<file path="config.mk">
export PLATFORM = sky130hd
export DESIGN_NAME = fwd_ctrl_unit
export DESIGN_NICKNAME = d
export VERILOG_FILES = /design/src/rtl/riscv_fwd_pkg.sv /design/src/rtl/fwd_stage_reg.sv /design/src/rtl/fwd_ctrl_unit.sv
export SDC_FILE = /design/constraint.sdc
export NUM_CORES = 1
export LEC_CHECK = 0
export ABC_AREA = 0
export ABC_CLOCK_PERIOD_IN_PS = 2400
export CAP_MARGIN = 20
export CORE_MARGIN = 10
export CORE_UTILIZATION = 40
export CTS_CLUSTER_DIAMETER = 50
export DETAILED_ROUTE_END_ITERATION = 10
export PLACE_DENSITY = 0.7
export SETUP_SLACK_MARGIN = 0.3
export SYNTH_ARGS = -nofsm -noshare
export SYNTH_HDL_FRONTEND = slang
export SYNTH_SLANG_ARGS = --single-unit
</file>
<file path="constraint.sdc">
create_clock -name clk -period 2.4 [get_ports clk]
set_clock_uncertainty 0.05 [all_clocks]
set_input_delay 0.24 -clock clk [delete_from_list [all_inputs] [get_ports clk]]
set_output_delay 0.24 -clock clk [all_outputs]
set_load 0.03 [all_outputs]
</file>
<file path="src/rtl/riscv_fwd_pkg.sv">
// Shared stage-shadow type, mux sel encodings and match helpers for the EX forwarding controller.
package riscv_fwd_pkg;

    localparam int unsigned RF_ADDR_W = 5;

    localparam logic [1:0] FWD_RF    = 2'b00;
    localparam logic [1:0] FWD_EXMEM = 2'b01;
    localparam logic [1:0] FWD_MEMWB = 2'b10;

    typedef struct packed {
        logic                 valid;
        logic [RF_ADDR_W-1:0] rd;
        logic                 reg_write;
        logic                 mem_read;
    } stage_info_t;

    localparam stage_info_t STAGE_EMPTY = '0;

    // A stage produces src when it holds a real register write to a non-zero rd equal to src.
    function automatic logic stage_match(input stage_info_t st, input logic [RF_ADDR_W-1:0] src);
        return st.valid && st.reg_write && (st.rd != '0) && (st.rd == src);
    endfunction

    // The EX producer reaches MEM on the same edge the consumer reaches EX, so it wins over MEM.
    function automatic logic [1:0] fwd_sel(input logic                 use_src,
                                           input logic [RF_ADDR_W-1:0] src,
                                           input stage_info_t          ex,
                                           input stage_info_t          mem);
        if (use_src && stage_match(ex, src)) begin
            return FWD_EXMEM;
        end
        if (use_src && stage_match(mem, src)) begin
            return FWD_MEMWB;
        end
        return FWD_RF;
    endfunction

endpackage

</file>
<file path="src/rtl/fwd_stage_reg.sv">
// One shadow pipeline-stage register: sync reset, freeze on hold, clear to empty on bubble.
module fwd_stage_reg
    import riscv_fwd_pkg::*;
(
    input  logic        clk,
    input  logic        reset,
    input  logic        hold,
    input  logic        bubble,
    input  stage_info_t d,
    output stage_info_t q
);

    always_ff @(posedge clk) begin
        if (reset) begin
            q <= STAGE_EMPTY;
        end else if (!hold) begin
            q <= bubble ? STAGE_EMPTY : d;
        end
    end

endmodule

</file>
<file path="src/rtl/fwd_ctrl_unit.sv">
// Forwarding and load-use hazard controller for the ID->EX->MEM->WB pipeline.
// Optional stall counter port enabled by defining FWD_PERF_CNT_EN.
module fwd_ctrl_unit
    import riscv_fwd_pkg::*;
#(
    parameter int unsigned REG_ADDR_W = RF_ADDR_W
`ifdef FWD_PERF_CNT_EN
    ,
    parameter int unsigned CNT_W = 32
`endif
) (
    input  logic                  clk,
    input  logic                  reset,
    input  logic                  pipe_hold,
    input  logic                  id_flush,
    input  logic                  id_valid,
    input  logic [REG_ADDR_W-1:0] id_rs1,
    input  logic [REG_ADDR_W-1:0] id_rs2,
    input  logic                  id_use_rs1,
    input  logic                  id_use_rs2,
    input  logic [REG_ADDR_W-1:0] id_rd,
    input  logic                  id_reg_write,
    input  logic                  id_mem_read,
    output logic [1:0]            fwd_a_sel,
    output logic [1:0]            fwd_b_sel,
    output logic                  stall_id,
    output logic                  ex_bubble
`ifdef FWD_PERF_CNT_EN
    ,
    output logic [CNT_W-1:0]      stall_count
`endif
);

    stage_info_t          id_info;
    stage_info_t          ex_q;
    stage_info_t          mem_q;
    stage_info_t          wb_q;
    logic [RF_ADDR_W-1:0] rs1;
    logic [RF_ADDR_W-1:0] rs2;
    logic [1:0]           sel_a;
    logic [1:0]           sel_b;
    logic                 ex_inject;
    logic                 load_hit;

    assign rs1 = RF_ADDR_W'(id_rs1);
    assign rs2 = RF_ADDR_W'(id_rs2);

    always_comb begin
        id_info           = STAGE_EMPTY;
        id_info.valid     = 1'b1;
        id_info.rd        = RF_ADDR_W'(id_rd);
        id_info.reg_write = id_reg_write;
        id_info.mem_read  = id_mem_read;
    end

    // Load data in EX is not available until MEM, so a dependent instruction in ID waits one cycle.
    always_comb begin
        load_hit = ex_q.valid && ex_q.mem_read && (ex_q.rd != '0)
                   && ((id_use_rs1 && (ex_q.rd == rs1)) || (id_use_rs2 && (ex_q.rd == rs2)));
        stall_id = !pipe_hold && id_valid && !id_flush && load_hit;
    end

    assign ex_inject = stall_id || id_flush || !id_valid;

    assign sel_a = fwd_sel(id_use_rs1, rs1, ex_q, mem_q);
    assign sel_b = fwd_sel(id_use_rs2, rs2, ex_q, mem_q);

    fwd_stage_reg u_ex_stage (
        .clk    (clk),
        .reset  (reset),
        .hold   (pipe_hold),
        .bubble (ex_inject),
        .d      (id_info),
        .q      (ex_q)
    );

    fwd_stage_reg u_mem_stage (
        .clk    (clk),
        .reset  (reset),
        .hold   (pipe_hold),
        .bubble (1'b0),
        .d      (ex_q),
        .q      (mem_q)
    );

    fwd_stage_reg u_wb_stage (
        .clk    (clk),
        .reset  (reset),
        .hold   (pipe_hold),
        .bubble (1'b0),
        .d      (mem_q),
        .q      (wb_q)
    );

    // Sels travel with the instruction into EX; a bubble always reads the register file.
    always_ff @(posedge clk) begin
        if (reset) begin
            fwd_a_sel <= FWD_RF;
            fwd_b_sel <= FWD_RF;
            ex_bubble <= 1'b0;
        end else if (!pipe_hold) begin
            if (ex_inject) begin
                fwd_a_sel <= FWD_RF;
                fwd_b_sel <= FWD_RF;
                ex_bubble <= 1'b1;
            end else begin
                fwd_a_sel <= sel_a;
                fwd_b_sel <= sel_b;
                ex_bubble <= 1'b0;
            end
        end
    end

    // Empty slots are fully cleared, so a retired bubble can never pose as a producer.
    always_ff @(posedge clk) begin
        if (!reset) begin
            assert (wb_q.valid || (wb_q == STAGE_EMPTY));
        end
    end

`ifdef FWD_PERF_CNT_EN
    always_ff @(posedge clk) begin
        if (reset) begin
            stall_count <= '0;
        end else if (stall_id && (stall_count != {CNT_W{1'b1}})) begin
            stall_count <= stall_count + CNT_W'(1);
        end
    end
`endif

endmodule
</file>
==> key figures, run 1 <==
Status
  – Outcome: complete, no violations

Critical path
  – Worst EP arrival: 1.71 ns
  – Worst Setup End Kind: output port
  – Register-to-Register Setup Slack: 0.57 ns
  – CP Max Fanout: 5
  – Reg2Reg Depth: 7
  – Type of the worst setup path: register to output port
  – WP data required: 2.11 ns
  – Reg2reg start: u_ex_stage.q[4]
  – Critical Path Source: u_ex_stage.q[4]
  – Startpoint types: register

STA
  – Minimum clock period: 2.004 ns
  – Hold Fails Final Rpt: 0
  – Worst-margin pin slew: 0.8536 ns
  – Final Max Tran Viols: 0
  – Hold WS: 0.4376 ns
  – Period utilization: 0.8351
  – RSZ-0062 raised after global routing: false
  – Fmax: 498.9 MHz
  – Final setup fails: 0
  – Final TNS setup: 0 ns
  – Worst slew margin relative to its limit: 0.4298

Logic synthesis
  – Mapped Area: 1010 um^2
  – Post-synth ARST share: 0
  – Number of distinct library cells after synthesis: 26
  – Post-synthesis cell count: 99
  – #FFs+latches synth: 20
  – Sequential cell area fraction in the yosys report: 0.3965
  – Post-synth EDFFs: 0
  – Top FF cell, synth: dfxtp_1
  – Yosys warns: 0
  – Syn avg cell area: 10.20 um^2
  – Syn Nets: 123

Finish
  – Fillers: 200
  – Final Instance Area: 1495 um^2
  – Antenna Cells: 0
  – Area grow syn2layout: 48.08%
  – Layout cell share with drive strength beyond 1: 0.2296
  – # nets final: 160

Power
  – Clock Power Share: 0.297
  – Net Switching: 0.1536 mW
  – Max rail drop VDD: 0.2502 mV
  – Sw Ratio: 0.2387
  – Combinational share of power: 0.170
  – Int Power: 0.4897 mW
  – Sequential group share of total power: 0.533
  – Pwr Density: 430.3 nW/um^2
  – P_leak: 0.6393 nW

Routing
  – Final WL: 2808 um
  – Iteration-0 DRC Markers: 76
  – Vias per Instance: 5.624
  – Antenna Nets Post-Route: 0
  – Routed via count: 928
  – Drt first pass iters: 4
  – Routed wire per std cell: 17.02 um
  – Drc violations: 0

Floorplanning
  – Die area: 4934 um^2
  – # IOs: 30
  – Initial Utilization: 0.4151
  – Die Y: 70.24 um
  – Die width: 70.24 um
  – Core area: 2432 um^2
  – Row count: 18

Clock tree
  – Worst-Skew Late Latency: 0.29 ns
  – Clk slew on worst S/H paths: 0.11 ns
  – H-tree depth: 1
  – CTS sink cnt: 20
  – CTS tree: done
  – CTS root buffer: clkbuf_4
  – Clock Tree Buf Depth: 2
  – CTS Buf Count: 3

Placed design
  – Post-DP HPWL: 2150 um
  – RD Place Congestion: 0.8156
  – Placed Area: 1338 um^2
  – Port Buffers: 29

Global routing
  – First-pass GRT wire length: 4664 um
  – Overflow after GRT: 0
  – Vias in the first global route: 888
  – Initial antenna violation count: 0
  – GRT Total Usage: 0.1130
  – Pin count of the biggest net entering global routing: 13

Run
  – MaxCap Viol Count: 0

Min path
  – Hold Crit Depth: 1
  – Hold WC Path Type: register to register
  – Min-delay src: fwd_b_sel[1]
## routing by layer
metal,up-vias,track usage,routed length (um)
met3,4,0.02825,132
met4,0,0.06579,53
met5,-,0,0
li1,441,-,-
met2,31,0.1776,1385
met1,452,0.1347,1237
## logic make-up (layout without fill, tap and decap cells)
logic type | Yosys count | after routing | share of synthesized area
xor gates and xnor gates | 20 | 20 | 0.1735
and+or+nand+nor | 30 | 30 | 0.1636
DFF | 20 | 20 | 0.3965
buffers and inverters | 5 | 41 | 0.02726
muxes | 7 | 7 | 0.06940
AOI/OAI and AO/OA | 17 | 17 | 0.1698
## worst paths after layout
kind | end
worst max-delay path | stall_id
worst min-delay path | fwd_b_sel[1]
worst max register to register | u_ex_stage.q[0]
worst min register to register | fwd_b_sel[1]
## cell usage in the layout (no fill, tap or decap), drive strengths merged
cell and instances:
buf 9, nor2b 2, and2 1, a41oi 2, nand2 2, mux2i 7
a21oi 1, nor4 2, a311oi 1, clkbuf 4, a32o 10, dlymetal6s2s 6
a22o 1, and4 2, nand3 3, clkdlybuf4s50 22, nor4b 1, o2111ai 1
xor2 12, nor2 11, dfxtp 20, xnor2 8, a31o 1, nor3 4
nand4 2
## state kept, by name, indices dropped and copies added (netlist names)
register and cells:
u_mem_stage.q 7, fwd_b_sel 2, ex_bubble 1, fwd_a_sel 2, u_ex_stage.q 8
## synthesized netlist by cell type, drive strengths merged, types with 2 or more instances
| cell type | n | area share |
|---|---|---|
| a32o | 10 | 0.099 |
| a41oi | 2 | 0.017 |
| and4 | 2 | 0.019 |
| buf | 2 | 0.016 |
| clkbuf | 3 | 0.011 |
| dfxtp | 20 | 0.40 |
| mux2i | 7 | 0.069 |
| nand2 | 2 | 0.0074 |
| nand3 | 3 | 0.015 |
| nand4 | 2 | 0.012 |
| nor2 | 11 | 0.041 |
| nor2b | 2 | 0.012 |
| nor3 | 4 | 0.030 |
| nor4 | 2 | 0.012 |
| xnor2 | 8 | 0.069 |
| xor2 | 12 | 0.10 |
## power groups by stage
stage,Combinational (mW),Clock (mW),Sequential (mW)
after detailed placement,0.0995,0,0.354
after global placement,0.0981,0,0.354
after floorplan,0.0434,0,0.354
after global routing,0.116,0.215,0.344
final,0.109,0.191,0.343
after CTS,0.100,0.200,0.347
## stage by stage
| stage | setup WS [ns] | cells | total power [mW] | util |
|---|---|---|---|---|
| 2_1_floorplan | 0.5103 | 99 | 0.3976 | - |
| 6_report | 0.3957 | 165 | 0.6433 | 0.6147 |
| 3_5_place_dp | 0.2279 | 157 | 0.4536 | 0.5499 |
| 3_3_place_gp | 0.2579 | 157 | 0.4519 | 0.5499 |
| 5_1_grt | 0.2461 | 165 | 0.6752 | 0.6147 |
| 4_1_cts | 0.3370 | 162 | 0.6470 | 0.5700 |
## repair_timing
action,CTS,global route
pin swaps,1,7
hold buffers,0,0
resized for setup,4,20
setup buffers,1,3
endpoints found under the setup margin,1,1
## critical path: stages, from the launching register on
cell,delay [ns]
dfxtp_4,0.39
xnor2_2,0.16
nand4_1,0.16
nor3_4,0.22
o2111ai_2,0.17
nor2_1,0.15
buf_4,0.18
## final cells by class
type | count | area, um^2 | area share
multi-input cells | 74 | 639.4 | 0.4276
flip-flops and latches | 20 | 419.2 | 0.2803
repair buffers | 37 | 362.8 | 0.2427
well taps | 30 | 37.54 | 0.02510
clock buffers | 4 | 36.28 | 0.02427
Note: power is estimated with default switching activity, not from simulation.
==> run 2, diff against run 1 <==
- ABC_CLOCK_PERIOD_IN_PS: 2400 -> 1700
- PLACE_DENSITY: 0.7 -> 0.72
- clock period: 2.4 -> 1.7 ns (I/O delays scaled with it)
==> run 2 against run 1 <==
  * The flow now finishes with violations (negative setup slack)
  * Critical path depth rose by 1
  * Non-clock buffer count rose by 23
  * Clock power rose by 42%
  * Final area rose by 9.7%
  * Global-route usage rose by 0.70 points
  * Via count rose by 9.1%
  * Power rose by 46%
  * First-iteration DRC count fell by 50%
  * Hold slack got worse by 0.0080 ns
  * Critical endpoint unchanged
  * Largest cell class unchanged
  * Highest routed layer unchanged
==> key figures, run 2 (synthesis results as in run 1) <==
Routing
  – Drc violations: 0 (unchanged)
  – Iteration-0 DRC Markers: 38 (-50%)
  – Routed wire per std cell: 16.32 um (-4.1%)
  – Routed via count: 1012 (+9.1%)
  – Final WL: 3068 um (+9.3%)
  – Vias per Instance: 5.383 (-4.3%)
  – Antenna Nets Post-Route: 0 (unchanged)
  – Drt first pass iters: 4 (unchanged)

Critical path
  – Startpoint types: register
  – Cell family contributing the most delay on the critical path: flip-flops
  – Crit-path slowest cell: dfxtp_4
  – Worst EP arrival: 1.69 ns (-0.02 ns)
  – Most frequent CP cell: buf_6
  – Largest stage delay, worst path: 0.39 ns (about the same)
  – Worst Setup End Kind: output port
  – Critical path buffer and inverter count: 2 (+1)
  – WP data required: 1.48 ns (-0.63 ns)
  – Type of the worst setup path: register to output port
  – CP Max Fanout: 3 (-2)
  – CP Cell Sequence: xnor2_2 -> nand4_1 -> nor3_2 -> o2111ai_2 -> buf_6 -> nor2_4 -> buf_6

STA
  – Hold WS: 0.4296 ns (-0.007993 ns)
  – Worst-margin pin slew: 0.3727 ns (-0.4809 ns)
  – Post-route worst setup slack: -0.2142 ns (-0.6099 ns)
  – Final setup fails: 6 (+6)
  – Worst slew margin relative to its limit: 0.7480 (+0.3183)
  – Fmax: 522.4 MHz
  – Period utilization: 1.126
  – Final Max Tran Viols: 0 (unchanged)
  – RSZ-0062 raised after global routing: true
  – Final TNS setup: -0.6203 ns (-0.6203 ns)
  – Hold Fails Final Rpt: 0 (unchanged)
  – Minimum clock period: 1.914 ns

Floorplanning
  – Row count: 18 (unchanged)
  – Die Y: 70.24 um (unchanged)
  – # IOs: 30 (unchanged)
  – Die width: 70.24 um (unchanged)
  – Die area: 4934 um^2 (unchanged)
  – Initial Utilization: 0.4151 (unchanged)
  – Core area: 2432 um^2 (unchanged)

Clock tree
  – Worst-Skew Late Latency: 0.29 ns (about the same)
  – CTS Buf Count: 3 (unchanged)
  – CTS tree: done
  – CTS root buffer: clkbuf_4
  – Hold-fix buffers, CTS: 0 (unchanged)
  – Clock Tree Buf Depth: 2 (unchanged)
  – Clk slew on worst S/H paths: 0.12 ns (about the same)
  – CTS sink cnt: 20 (unchanged)
  – H-tree depth: 1 (unchanged)

Placed design
  – Placed Area: 1479 um^2 (+11%)
  – Post-DP HPWL: 2289 um (+6.5%)
  – Cell total after placement: 174 (+11%)
  – Port Buffers: 29 (unchanged)
  – RD Place Congestion: 0.8565 (+5.0%)
  – Place WS: -0.2721 ns (-0.5000 ns)

Power
  – Pwr Density: 571.6 nW/um^2 (+33%)
  – P_leak: 0.7067 nW (+11%)
  – Max rail drop VDD: 0.3865 mV (+55%)

Global routing
  – Vias in the first global route: 1031 (+16%)
  – Overflow after GRT: 0 (unchanged)
  – GRT Total Usage: 0.1200 (+0.006979)
  – Pin count of the biggest net entering global routing: 12 (-1)
  – First-pass GRT wire length: 4981 um (+6.8%)
  – Initial antenna violation count: 0 (unchanged)

Finish
  – # nets final: 183 (+14%)
  – Non-filler cells, final: 188 (+14%)
  – Commonest non-fill, non-tap cells in the layout: 27 x buf_4, 23 x clkdlybuf4s50_1, 15 x dfxtp_1
  – Antenna Cells: 0 (unchanged)
  – Regs by FF count: u_ex_stage.q (8), u_mem_stage.q (7)
  – Layout cell share with drive strength beyond 1: 0.3354 (+0.1058)
  – Commonest non-fill, non-tap cell in the layout: buf_4
  – Max reg flops: 8 (unchanged)
  – Area grow syn2layout: 62.45%
  – Top reg by flops: u_ex_stage.q
  – Final Instance Area: 1640 um^2 (+9.7%)

Status
  – Failing checks: negative setup slack
  – Outcome: finished with violations

Run
  – MaxCap Viol Count: 0 (unchanged)

Min path
  – Hold WC Path Type: register to register
==> run 2: changes by cell type in the layout (fill, tap and decap cells not counted), sizes merged <==
cell,delta
dlygate4sd2,+5
clkdlybuf4s50,+1
buf,+23
dlymetal6s2s,-6
==> run 2: area by class of cell <==
type | count | area (um^2)
Fill cell | 201 | 792.0
Multi-Input combinational cell | 74 | 619.3
Timing Repair Buffer | 60 | 533.0
Sequential cell | 20 | 414.1
Tap cell | 30 | 37.54
Clock buffer | 4 | 36.28
==> run 2: path summary, 6_finish.rpt <==
path	from	endpoint	slack (ns)	depth (start not counted)
min reg2reg	fwd_b_sel[0]	fwd_b_sel[0]	0.43	1
max reg2reg	u_ex_stage.q[4]	fwd_b_sel[1]	-0.12	9
min	fwd_b_sel[0]	fwd_b_sel[0]	0.43	1
max	u_ex_stage.q[4]	stall_id	-0.21	7
==> run 2: repair_timing <==
action,CTS,global route
pin swaps,7,1
gates resized for setup,16,1
setup buffers,9,1
endpoints found under the setup margin,19,14
==> run 2: metal layers <==
layer / part of all wire / wire length, um / GRT usage
met1: 0.44 / 1339 / 0.1398
met2: 0.51 / 1556 / 0.2096
met3: 0.038 / 117 / 0.01977
met4: 0.018 / 55 / 0.04825
met5: 0 / 0 / 0
==> run 2: power by group <==
group          switching, mW  internal, mW
logic                 0.0698         0.111
clock network          0.142         0.130
registers             0.0109         0.474
==> run 2: stage by stage <==
step	utilization	total power, mW
detailed placement	0.6080	0.6668
global route	0.6744	0.9783
floorplan	-	0.5625
global placement	0.6080	0.6630
CTS	0.6682	0.9460
finish	0.6744	0.9377
==> run 3, diff against run 2 <==
- CAP_MARGIN: 20 -> not set
- TNS_END_PERCENT: not set -> 10
==> run 3 against run 2 <==
  * The run still ends with negative setup slack left
  * Via count is 4.7% lower
  * Sequential power hardly changed
  * Wire length shrank 2.5%
  * Die area unchanged
  * Critical endpoint unchanged
  * Highest routed layer unchanged
==> key figures, run 3 (synthesis results as in run 1) <==
Power
  – Pwr Density: 633.1 nW/um^2 (+11%)
  – Tot Pwr: 1.046 mW (+12%)
  – Max rail drop VDD: 0.6794 mV (+76%)
  – P_leak: 0.7013 nW (-0.76%)

STA
  – Final TNS setup: -1.559 ns (-0.9388 ns)
  – Worst slew margin relative to its limit: 0.7297 (-0.01832)
  – Hold Fails Final Rpt: 0 (unchanged)
  – Fmax: 506.1 MHz (-3.1%)
  – Minimum clock period: 1.976 ns (+0.06163 ns)
  – Final setup fails: 14 (+8)
  – Final Max Tran Viols: 0 (unchanged)
  – Period utilization: 1.162 (+0.03625)
  – Post-route worst setup slack: -0.2759 ns (-0.06163 ns)
  – Worst-margin pin slew: 0.3998 ns (+0.02710 ns)
  – RSZ-0062 raised after global routing: true
  – Hold WS: 0.4316 ns (+0.002012 ns)

Critical path
  – Type of the worst setup path: input pin to output port
  – Worst EP arrival: 1.76 ns (+0.07 ns)
  – CP Max Fanout: 2 (-1)
  – Register-to-Register Setup Slack: -0.14 ns (-0.02 ns)
  – Worst Setup End Kind: output port
  – WP data required: 1.48 ns (about the same)
  – Startpoint types: input pin

Floorplanning
  – Die Y: 70.24 um (unchanged)
  – Die area: 4934 um^2 (unchanged)
  – Die width: 70.24 um (unchanged)
  – Row count: 18 (unchanged)
  – Core area: 2432 um^2 (unchanged)
  – # IOs: 30 (unchanged)
  – Initial Utilization: 0.4151 (unchanged)

Global routing
  – GRT Total Usage: 0.1198 (-0.0001830)
  – First-pass GRT wire length: 4885 um (-1.9%)
  – Initial antenna violation count: 0 (unchanged)
  – Overflow after GRT: 0 (unchanged)
  – Pin count of the biggest net entering global routing: 13 (+1)
  – Vias in the first global route: 1006 (-2.4%)

Finish
  – Regs by FF count: u_ex_stage.q (8), u_mem_stage.q (7)
  – Layout cell share with drive strength beyond 1: 0.3377 (+0.002219)
  – Antenna Cells: 0 (unchanged)
  – Max reg flops: 8 (unchanged)
  – Top reg by flops: u_ex_stage.q
  – Area grow syn2layout: 63.57%
  – Fillers: 194 (-3.5%)
  – Commonest non-fill, non-tap cells in the layout: 23 x clkdlybuf4s50_1, 23 x buf_4, 15 x dfxtp_1
  – # nets final: 179 (-2.2%)
  – Final Instance Area: 1652 um^2 (+0.69%)
  – Non-filler cells, final: 184 (-2.1%)

Run
  – MaxCap Viol Count: 0 (unchanged)

Clock tree
  – CTS Buf Count: 3 (unchanged)
  – Worst-Skew Late Latency: 0.30 ns (about the same)
  – CTS root buffer: clkbuf_4
  – Hold-fix buffers, CTS: 0 (unchanged)
  – Clk slew on worst S/H paths: 0.12 ns (about the same)
  – CTS tree: done
  – CTS sink cnt: 20 (unchanged)
  – H-tree depth: 1 (unchanged)
  – Clock Tree Buf Depth: 2 (unchanged)

Placed design
  – RD Place Congestion: 0.8641 (+0.89%)
  – Port Buffers: 29 (unchanged)
  – Post-DP HPWL: 2280 um (-0.41%)
  – Cell total after placement: 175 (+0.57%)
  – Placed Area: 1486 um^2 (+0.51%)

Routing
  – Routed wire per std cell: 16.26 um (-0.36%)
  – Routed via count: 964 (-4.7%)
  – Iteration-0 DRC Markers: 39 (+2.6%)
  – Vias per Instance: 5.239 (-2.7%)
  – Final WL: 2992 um (-2.5%)
  – Antenna Nets Post-Route: 0 (unchanged)
  – Drt first pass iters: 4 (unchanged)
  – Drc violations: 0 (unchanged)

Status
  – Outcome: finished with violations
  – Failing checks: negative setup slack

Min path
  – Hold WC Path Type: register to register
## run 3: cell count changes in the layout (fill, tap and decap cells not counted), sizes merged
cell,change
buf,-4
bufinv,+1
clkbuf,-1
## run 3: timing repair
action / CTS / global route
endpoints found under the setup margin: 19 / 14
pin swaps: 9 / 9
buffers inserted: 4 / 1
gates resized for setup: 13 / 8
## run 3: final timing paths
kind | depth (start not counted) | end | start
setup / recovery | 8 | stall_id | id_rs1[0]
hold / removal | 1 | fwd_a_sel[0] | fwd_a_sel[0]
hold reg to reg | 1 | fwd_a_sel[0] | fwd_a_sel[0]
setup reg to reg | 8 | u_ex_stage.q[3] | u_ex_stage.q[2]
## run 3: where the power goes
part / total (mW) / switching [mW] / leakage [nW] / internal, mW
sequential: 0.485 / 0.0117 / 0.166 / 0.473
combinational: 0.181 / 0.0697 / 0.508 / 0.111
clock: 0.380 / 0.142 / 0.0279 / 0.238
total: 1.05 / 0.223 / 0.701 / 0.822
## run 3: final cells by class
class                   count  area, um^2  share of cell area
flip-flops and latches     20       416.7              0.2523
multi-input cells          74       641.9              0.3886
clock inverters             1       30.03             0.01818
repair buffers             56       503.0              0.3045
clock buffers               3       22.52             0.01364
well taps                  30       37.54             0.02273
## run 3: worst max-delay path, cell delays in order
cell and delay, ns:
clkdlybuf4s50_1 0.53, xnor2_2 0.14, nand4_1 0.12, nor3_2 0.26
o2111ai_2 0.18, buf_6 0.16, nor2_4 0.07, buf_6 0.13
## run 3: layer usage
layer  GRT usage  part of all wire  up-vias
met3     0.01836             0.028        6
met1      0.1337              0.43      452
li1            -                 -      483
met5           0                 0        -
met2      0.2156              0.52       23
met4     0.05263             0.018        0
## run 3: per-stage QoR
stage	util	setup WS (ns)
6_report	0.6790	-0.2759
5_1_grt	0.6790	-0.3574
4_1_cts	0.6574	-0.2384
3_5_place_dp	0.6111	-0.3029
3_3_place_gp	0.6111	-0.2760
2_1_floorplan	-	0.1261
